[config.mk]
export PLATFORM = sky130hd
export DESIGN_NAME = demultiplexor_tdm1to4_flat
export DESIGN_NICKNAME = d
export VERILOG_FILES = /design/src/rtl/demultiplexor_tdm1to4_pkg.sv /design/src/rtl/demultiplexor_tdm1to4_if.sv /design/src/rtl/demultiplexor_tdm1to4_slot_shifter.sv /design/src/rtl/demultiplexor_tdm1to4.sv /design/src/flat_wrapper.sv
export SDC_FILE = /design/constraint.sdc
export NUM_CORES = 1
export LEC_CHECK = 0
export CAP_MARGIN = 25
export CORE_UTILIZATION = 30
export CTS_CLUSTER_SIZE = 16
export DETAILED_ROUTE_END_ITERATION = 10
export GPL_TIMING_DRIVEN = 0
export PLACE_DENSITY_LB_ADDON = 0.08
export SLEW_MARGIN = 20
export SYNTH_ARGS = -nofsm -noshare
export SYNTH_HDL_FRONTEND = slang
export SYNTH_SLANG_ARGS = --single-unit
[constraint.sdc]
create_clock -name clk -period 1.7 [get_ports clk]
set_input_delay 0.17 -clock clk [delete_from_list [all_inputs] [get_ports clk]]
set_output_delay 0.17 -clock clk [all_outputs]
set_load 0.02 [all_outputs]
[src/rtl/demultiplexor_tdm1to4_pkg.sv]
// Shared types and constants for the 4-slot TDM receive demultiplexor.
package tdm_pkg;

  localparam int NUM_SLOTS = 4;
  localparam int SLOT_W    = 2;

  typedef enum logic {WAIT_SYNC, RECV} tdm_state_t;

  // Even parity: the parity bit that makes the total count of ones even.
  function automatic logic even_parity(input logic [31:0] data);
    return ^data;
  endfunction

endpackage

[src/rtl/demultiplexor_tdm1to4_if.sv]
// Serial-in / per-slot-out bus of the TDM demultiplexor.
// parity_err exists only when TDM_PARITY_EN is defined.
interface demultiplexor_tdm1to4_if #(
  parameter int WIDTH = 8
);
  import tdm_pkg::*;

  logic                             bit_in;
  logic                             bit_valid;
  logic                             frame_sync;
  logic [NUM_SLOTS-1:0][WIDTH-1:0]  out_data;
  logic [NUM_SLOTS-1:0]             out_valid;
  logic                             frame_done;
  logic                             busy;
`ifdef TDM_PARITY_EN
  logic                             parity_err;

  modport master (
    output bit_in, bit_valid, frame_sync,
    input  out_data, out_valid, frame_done, busy, parity_err
  );

  modport slave (
    input  bit_in, bit_valid, frame_sync,
    output out_data, out_valid, frame_done, busy, parity_err
  );
`else
  modport master (
    output bit_in, bit_valid, frame_sync,
    input  out_data, out_valid, frame_done, busy
  );

  modport slave (
    input  bit_in, bit_valid, frame_sync,
    output out_data, out_valid, frame_done, busy
  );
`endif

endinterface

[src/rtl/demultiplexor_tdm1to4_slot_shifter.sv]
// LSB-first deserializer for one slot; word_o is the word including the current beat.
module slot_shifter #(
  parameter int WIDTH = 8
) (
  input  logic             clk,
  input  logic             reset,
  input  logic             load_first_i,
  input  logic             shift_i,
  input  logic             bit_in_i,
  output logic [WIDTH-1:0] word_o
);

  logic [WIDTH-1:0] word_q, word_d;

  // NOTE: every always_comb output gets a default first so no path can infer a latch.
  always_comb begin
    word_d = word_q;
    if (load_first_i) begin
      word_d = {bit_in_i, {(WIDTH-1){1'b0}}};
    end else if (shift_i) begin
      word_d = {bit_in_i, word_q[WIDTH-1:1]};
    end
  end

  // Bits enter at the MSB and move down, so after WIDTH beats bit 0 sits at the LSB.
  assign word_o = word_d;

  // NOTE: sequential state uses non-blocking assignments only; blocking ones race between blocks.
  always_ff @(posedge clk) begin
    if (reset) begin
      word_q <= '0;
    end else begin
      word_q <= word_d;
    end
  end

endmodule

[src/rtl/demultiplexor_tdm1to4.sv]
// 4-slot TDM receiver: serial stream in, one holding register plus strobe per slot.
// Optional per-slot even-parity bit enabled by TDM_PARITY_EN.
module demultiplexor_tdm1to4
  import tdm_pkg::*;
#(
  parameter int WIDTH = 8
) (
  input logic                    clk,
  input logic                    reset,
  demultiplexor_tdm1to4_if.slave bus
);

`ifdef TDM_PARITY_EN
  localparam int SLOT_LEN = WIDTH + 1;
`else
  localparam int SLOT_LEN = WIDTH;
`endif
  localparam int                CNT_W     = $clog2(WIDTH + 1);
  localparam logic [CNT_W-1:0]  LAST_BIT  = CNT_W'(SLOT_LEN - 1);
  localparam logic [SLOT_W-1:0] LAST_SLOT = SLOT_W'(NUM_SLOTS - 1);

  tdm_state_t                      state_q, state_d;
  logic [SLOT_W-1:0]               slot_q, slot_d;
  logic [CNT_W-1:0]                bitcnt_q, bitcnt_d;
  logic [NUM_SLOTS-1:0][WIDTH-1:0] data_q, data_d;
  logic [NUM_SLOTS-1:0]            valid_q, valid_d;
  logic                            done_q, done_d;
`ifdef TDM_PARITY_EN
  logic                            perr_q, perr_d;
`endif
  logic                            load_first;
  logic                            shift;
  logic [WIDTH-1:0]                word;

  slot_shifter #(.WIDTH(WIDTH)) u_shifter (
    .clk          (clk),
    .reset        (reset),
    .load_first_i (load_first),
    .shift_i      (shift),
    .bit_in_i     (bus.bit_in),
    .word_o       (word)
  );

  always_comb begin
    state_d    = state_q;
    slot_d     = slot_q;
    bitcnt_d   = bitcnt_q;
    data_d     = data_q;
    valid_d    = '0;
    done_d     = 1'b0;
`ifdef TDM_PARITY_EN
    perr_d     = 1'b0;
`endif
    load_first = 1'b0;
    shift      = 1'b0;

    if (bus.bit_valid) begin
      if (bus.frame_sync) begin
        // A sync always restarts the frame, discarding any partial slot.
        load_first = 1'b1;
        state_d    = RECV;
        slot_d     = '0;
        bitcnt_d   = CNT_W'(1);
      end else if (state_q == RECV) begin
`ifdef TDM_PARITY_EN
        shift = (bitcnt_q < CNT_W'(WIDTH));
`else
        shift = 1'b1;
`endif
        if (bitcnt_q == LAST_BIT) begin
          bitcnt_d = '0;
          slot_d   = slot_q + SLOT_W'(1);
`ifdef TDM_PARITY_EN
          // The parity beat is not shifted in, so word already holds the full data.
          if (even_parity(32'(word)) != bus.bit_in) begin
            perr_d = 1'b1;
          end else begin
            data_d[slot_q]  = word;
            valid_d[slot_q] = 1'b1;
          end
`else
          data_d[slot_q]  = word;
          valid_d[slot_q] = 1'b1;
`endif
          if (slot_q == LAST_SLOT) begin
            done_d  = 1'b1;
            state_d = WAIT_SYNC;
          end
        end else begin
          bitcnt_d = bitcnt_q + CNT_W'(1);
        end
      end
    end
  end

  // NOTE: the holding registers are ordinary flops with a defined reset value, so they
  // are reset along with the control state rather than left to power-up contents.
  always_ff @(posedge clk) begin
    if (reset) begin
      state_q  <= WAIT_SYNC;
      slot_q   <= '0;
      bitcnt_q <= '0;
      data_q   <= '0;
      valid_q  <= '0;
      done_q   <= 1'b0;
`ifdef TDM_PARITY_EN
      perr_q   <= 1'b0;
`endif
    end else begin
      state_q  <= state_d;
      slot_q   <= slot_d;
      bitcnt_q <= bitcnt_d;
      data_q   <= data_d;
      valid_q  <= valid_d;
      done_q   <= done_d;
`ifdef TDM_PARITY_EN
      perr_q   <= perr_d;
`endif
    end
  end

  assign bus.out_data   = data_q;
  assign bus.out_valid  = valid_q;
  assign bus.frame_done = done_q;
  assign bus.busy       = (state_q == RECV);
`ifdef TDM_PARITY_EN
  assign bus.parity_err = perr_q;
`endif

endmodule
[src/flat_wrapper.sv]
// flat-port wrapper written by rule: the top's interface ports become plain ports
module demultiplexor_tdm1to4_flat import tdm_pkg::*;
#(
  parameter int WIDTH = 8
)
  (clk, reset, bus_bit_in, bus_bit_valid, bus_frame_sync, bus_out_data, bus_out_valid, bus_frame_done, bus_busy);
  demultiplexor_tdm1to4_if #(.WIDTH(WIDTH)) bus_i ();
  input logic clk;
  input logic reset;
  input wire logic [$bits(bus_i.bit_in)-1:0] bus_bit_in;
  input wire logic [$bits(bus_i.bit_valid)-1:0] bus_bit_valid;
  input wire logic [$bits(bus_i.frame_sync)-1:0] bus_frame_sync;
  output wire logic [$bits(bus_i.out_data)-1:0] bus_out_data;
  output wire logic [$bits(bus_i.out_valid)-1:0] bus_out_valid;
  output wire logic [$bits(bus_i.frame_done)-1:0] bus_frame_done;
  output wire logic [$bits(bus_i.busy)-1:0] bus_busy;
  assign bus_i.bit_in = bus_bit_in;
  assign bus_i.bit_valid = bus_bit_valid;
  assign bus_i.frame_sync = bus_frame_sync;
  assign bus_out_data = bus_i.out_data;
  assign bus_out_valid = bus_i.out_valid;
  assign bus_frame_done = bus_i.frame_done;
  assign bus_busy = bus_i.busy;
  demultiplexor_tdm1to4 #(.WIDTH(WIDTH)) u_core (.clk(clk), .reset(reset), .bus(bus_i));
endmodule
==> results.json <==
{
  "clockBufferDepth": 2,
  "cp_cell_sequence": "ha_2, and3b_1, buf_4, buf_4, a31oi_1, a211oi_2",
  "via_count": 1855,
  "min_delay_worst_endpoint": "u_core.bus.out_valid[1]",
  "synth.net_count": 229,
  "endpoint_kind": "flop",
  "arrival_ns": 1.80,
  "drc": 0,
  "clkTransAtPathRegs_ns": 0.10,
  "cpLargestDelayFamily": "buffers and inverters",
  "core_um2": 6830,
  "postRouteAntennaNets": 0,
  "relSlewSlack_pct": 61.6,
  "yosysSeqAreaShare_pct": 47.9,
  "switchingPower_uw": 496,
  "ys_types": 28,
  "io_pins": 43,
  "initial_core_util_pct": 31.2,
  "first_pass_iters": 4,
  "pwr_density_cell_nw_per_um2": 703,
  "drv_cap": 0,
  "mostFrequentLayoutCells": "48 x dfxtp_1, 41 x clkdlybuf4s50_1, 32 x a31oi_1, 32 x a211oi_1, 15 x nor2b_1",
  "multi_input_area_um2": 1090,
  "rrSetupSlack_ns": 0.12,
  "drt_iter0_markers": 106,
  "rr_startpoint": "u_core.bitcnt_q[0]",
  "hold_depth": 2,
  "wl_um": 6170,
  "rsz0062_at_grt": "no",
  "p_sw_share_pct": 24.7,
  "syn_area_per_cell_um2": 9.74,
  "synth_seq_cells": 51,
  "cts_setup_buffers": 0,
  "wl_per_cell_um": 17.2,
  "setup_violations": 0,
  "cts_sinks": 51,
  "crit_required_ns": 1.92,
  "fillers": 737,
  "syn2layout_area_growth_pct": 34.0,
  "slowest_delay_ns": 0.36,
  "hold_class": "in -> reg",
  "ctsHtreeMaxLevel": 2,
  "clock-root-buffer": "clkbuf_8",
  "vias_per_cell": 5.17,
  "worstReg2RegEnd": "u_core.bus.out_data[31]",
  "synthCells": 219,
  "ir_worst_vdd_uv": 255,
  "grt_pass1_vias": 1714,
  "fp.dieH_um": 86.3,
  "antenna_found_initial": 0,
  "cts_hold_buf": 0,
  "grt_max_degree": 16,
  "clkPwrFrac_pct": 34.3,
  "hold_viol": 0,
  "postPlaceCellArea_um2": 2660,
  "start_kind": "flop",
  "worst-path-max-fanout": 10,
  "synth_area_um2": 2130,
  "r2r_cells": 6,
  "die-area_um2": 7450,
  "grt-ovfl-total": 0,
  "finalPower_uw": 2010,
  "worst_slew_pin_slew_ns": 0.577,
  "total_leakage_power_uw": 0.000904,
  "critPathSlowestCell": "dfxtp_2",
  "area.sequential_um2": 1020,
  "drive_above_1_share_pct": 14.8,
  "design_area_um2": 2860,
  "grt_util_all_layers_pct": 17.0,
  "max_freq_mhz": 634,
  "routabilityCongestion": 0.749,
  "cp_common_cell": "buf_4",
  "cp_num_buf_inv": 2,
  "finalCritPeriodShare_pct": 92.8,
  "drv_slew": 0,
  "insertion_delay_ns": 0.31,
  "p_int_uw": 1520,
  "nets": 272,
  "n_antenna_cell": 0,
  "seqPwrFrac_pct": 60.1,
  "cts_inserted_buffers": 5,
  "outcome": "completed",
  "cts_tree": "yes",
  "yosys_warnings": 0,
  "path_class": "reg -> reg",
  "final_common_cell": "dfxtp_1",
  "grt_pass1_wl_um": 9430,
  "skew_ns": 0.00869,
  "dieWidth_um": 86.3,
  "numPortBuffers": 41,
  "dp_hpwl_um": 4150,
  "pwr-share-comb_pct": 5.6,
  "row_count": 30,
  "hp-start": "reset",
  "period_minus_slack_ns": 1.58
}
## stage by stage
stage	std cells	hold WS (ns)	TNS [ns]	util (%)	worst slack, ns
2_1_floorplan	219	0.395	0	-	0.210
4_1_cts	361	0.250	0	41.1	0.00326
6_report	359	0.249	0	41.8	0.123
5_1_grt	359	0.268	0	41.8	0.00961
3_5_place_dp	356	0.494	-12.81	39.0	-0.397
3_3_place_gp	356	0.492	-12.36	39.0	-0.407
## cells by family after synthesis
| group | Yosys count | synth area share (%) |
|---|---|---|
| multiplexers | 1 | 0.469 |
| flip-flops | 51 | 47.9 |
| buffers and inverters | 30 | 6.69 |
| AND/OR/NAND/NOR | 46 | 12.4 |
| adder cells (fa/ha/maj) | 5 | 2.93 |
| AO/OA/AOI/OAI | 86 | 29.7 |
## metal layers
metal	wire length, um	vias up	GRT usage [%]
met2	2790	30	26.6
met3	187	5	3.43
met4	59	0	4.55
met1	3130	907	23.8
met5	0	-	0
li1	-	913	-
## cell usage after synthesis
cell type | n | share of area [%]
a21oi_1 | 5 | 1.2
o21ai_1 | 1 | 0.23
o211ai_1 | 2 | 0.70
or3_1 | 1 | 0.29
buf_6 | 1 | 0.53
and3b_1 | 2 | 0.82
and3_1 | 4 | 1.2
nor2b_1 | 15 | 4.4
a22oi_1 | 1 | 0.35
o21ai_0 | 4 | 0.94
buf_1 | 1 | 0.18
buf_4 | 3 | 1.1
clkbuf_1 | 13 | 2.3
and2_1 | 1 | 0.29
nor2_2 | 1 | 0.29
a211oi_1 | 34 | 12
ha_1 | 5 | 2.9
nor2_1 | 9 | 1.6
nand3b_1 | 2 | 0.70
a31oi_1 | 32 | 9.4
dfxtp_1 | 51 | 48
mux2i_1 | 1 | 0.47
nand2_1 | 4 | 0.70
nor3b_1 | 4 | 1.4
inv_1 | 3 | 0.53
buf_2 | 9 | 2.1
nand3_1 | 3 | 0.70
a221oi_2 | 7 | 4.9
## power by group through the flow
stage / Clock, uW / Combinational, uW / Sequential (uW)
after floorplan: 0 / 59.1 / 1230
after global placement: 0 / 97.9 / 1230
after detailed placement: 0 / 98.0 / 1230
after CTS: 717 / 107 / 1210
after global routing: 762 / 121 / 1210
final: 691 / 113 / 1210
## worst max-delay path by stage
stage / startpoint / endpoint / slack (ns) / cells after the start
floorplan: u_core.bitcnt_q[0] / u_core.bus.out_data[0] / 0.21 / 6
global placement: bus_bit_valid / u_core.bus.out_data[31] / -0.41 / 5
detailed placement: bus_bit_valid / u_core.bus.out_data[31] / -0.40 / 5
CTS: u_core.bitcnt_q[0] / u_core.bus.out_data[2] / 0.003 / 5
global route: u_core.slot_q[0] / u_core.bus.out_data[20] / 0.01 / 5
finish: u_core.bitcnt_q[0] / u_core.bus.out_data[31] / 0.12 / 6
## registers in the layout, indices dropped and copies added, names as in the netlist
name	count
u_core.bitcnt_q	4
u_core.bus.out_data	32
u_core.bus.frame_done	1
u_core.bus.out_valid	3
u_core.bus.busy	1
u_core.u_shifter.word_q	8
u_core.slot_q	2
## layout make-up
cell class | count | area share [%]
tap | 96 | 4.20
timing repair buffer | 41 | 14.4
sequential | 51 | 35.8
clock buffer | 5 | 2.41
clock inverter | 3 | 0.525
buffer | 22 | 4.29
multi-input combinational | 138 | 38.0
inverter | 3 | 0.394
## what timing repair did
action | CTS | global route
gates resized for setup | 10 | 14
pin swaps | 0 | 5
setup endpoints to repair | 36 | 37
No activity file was read; power rests on OpenSTA's default activity.
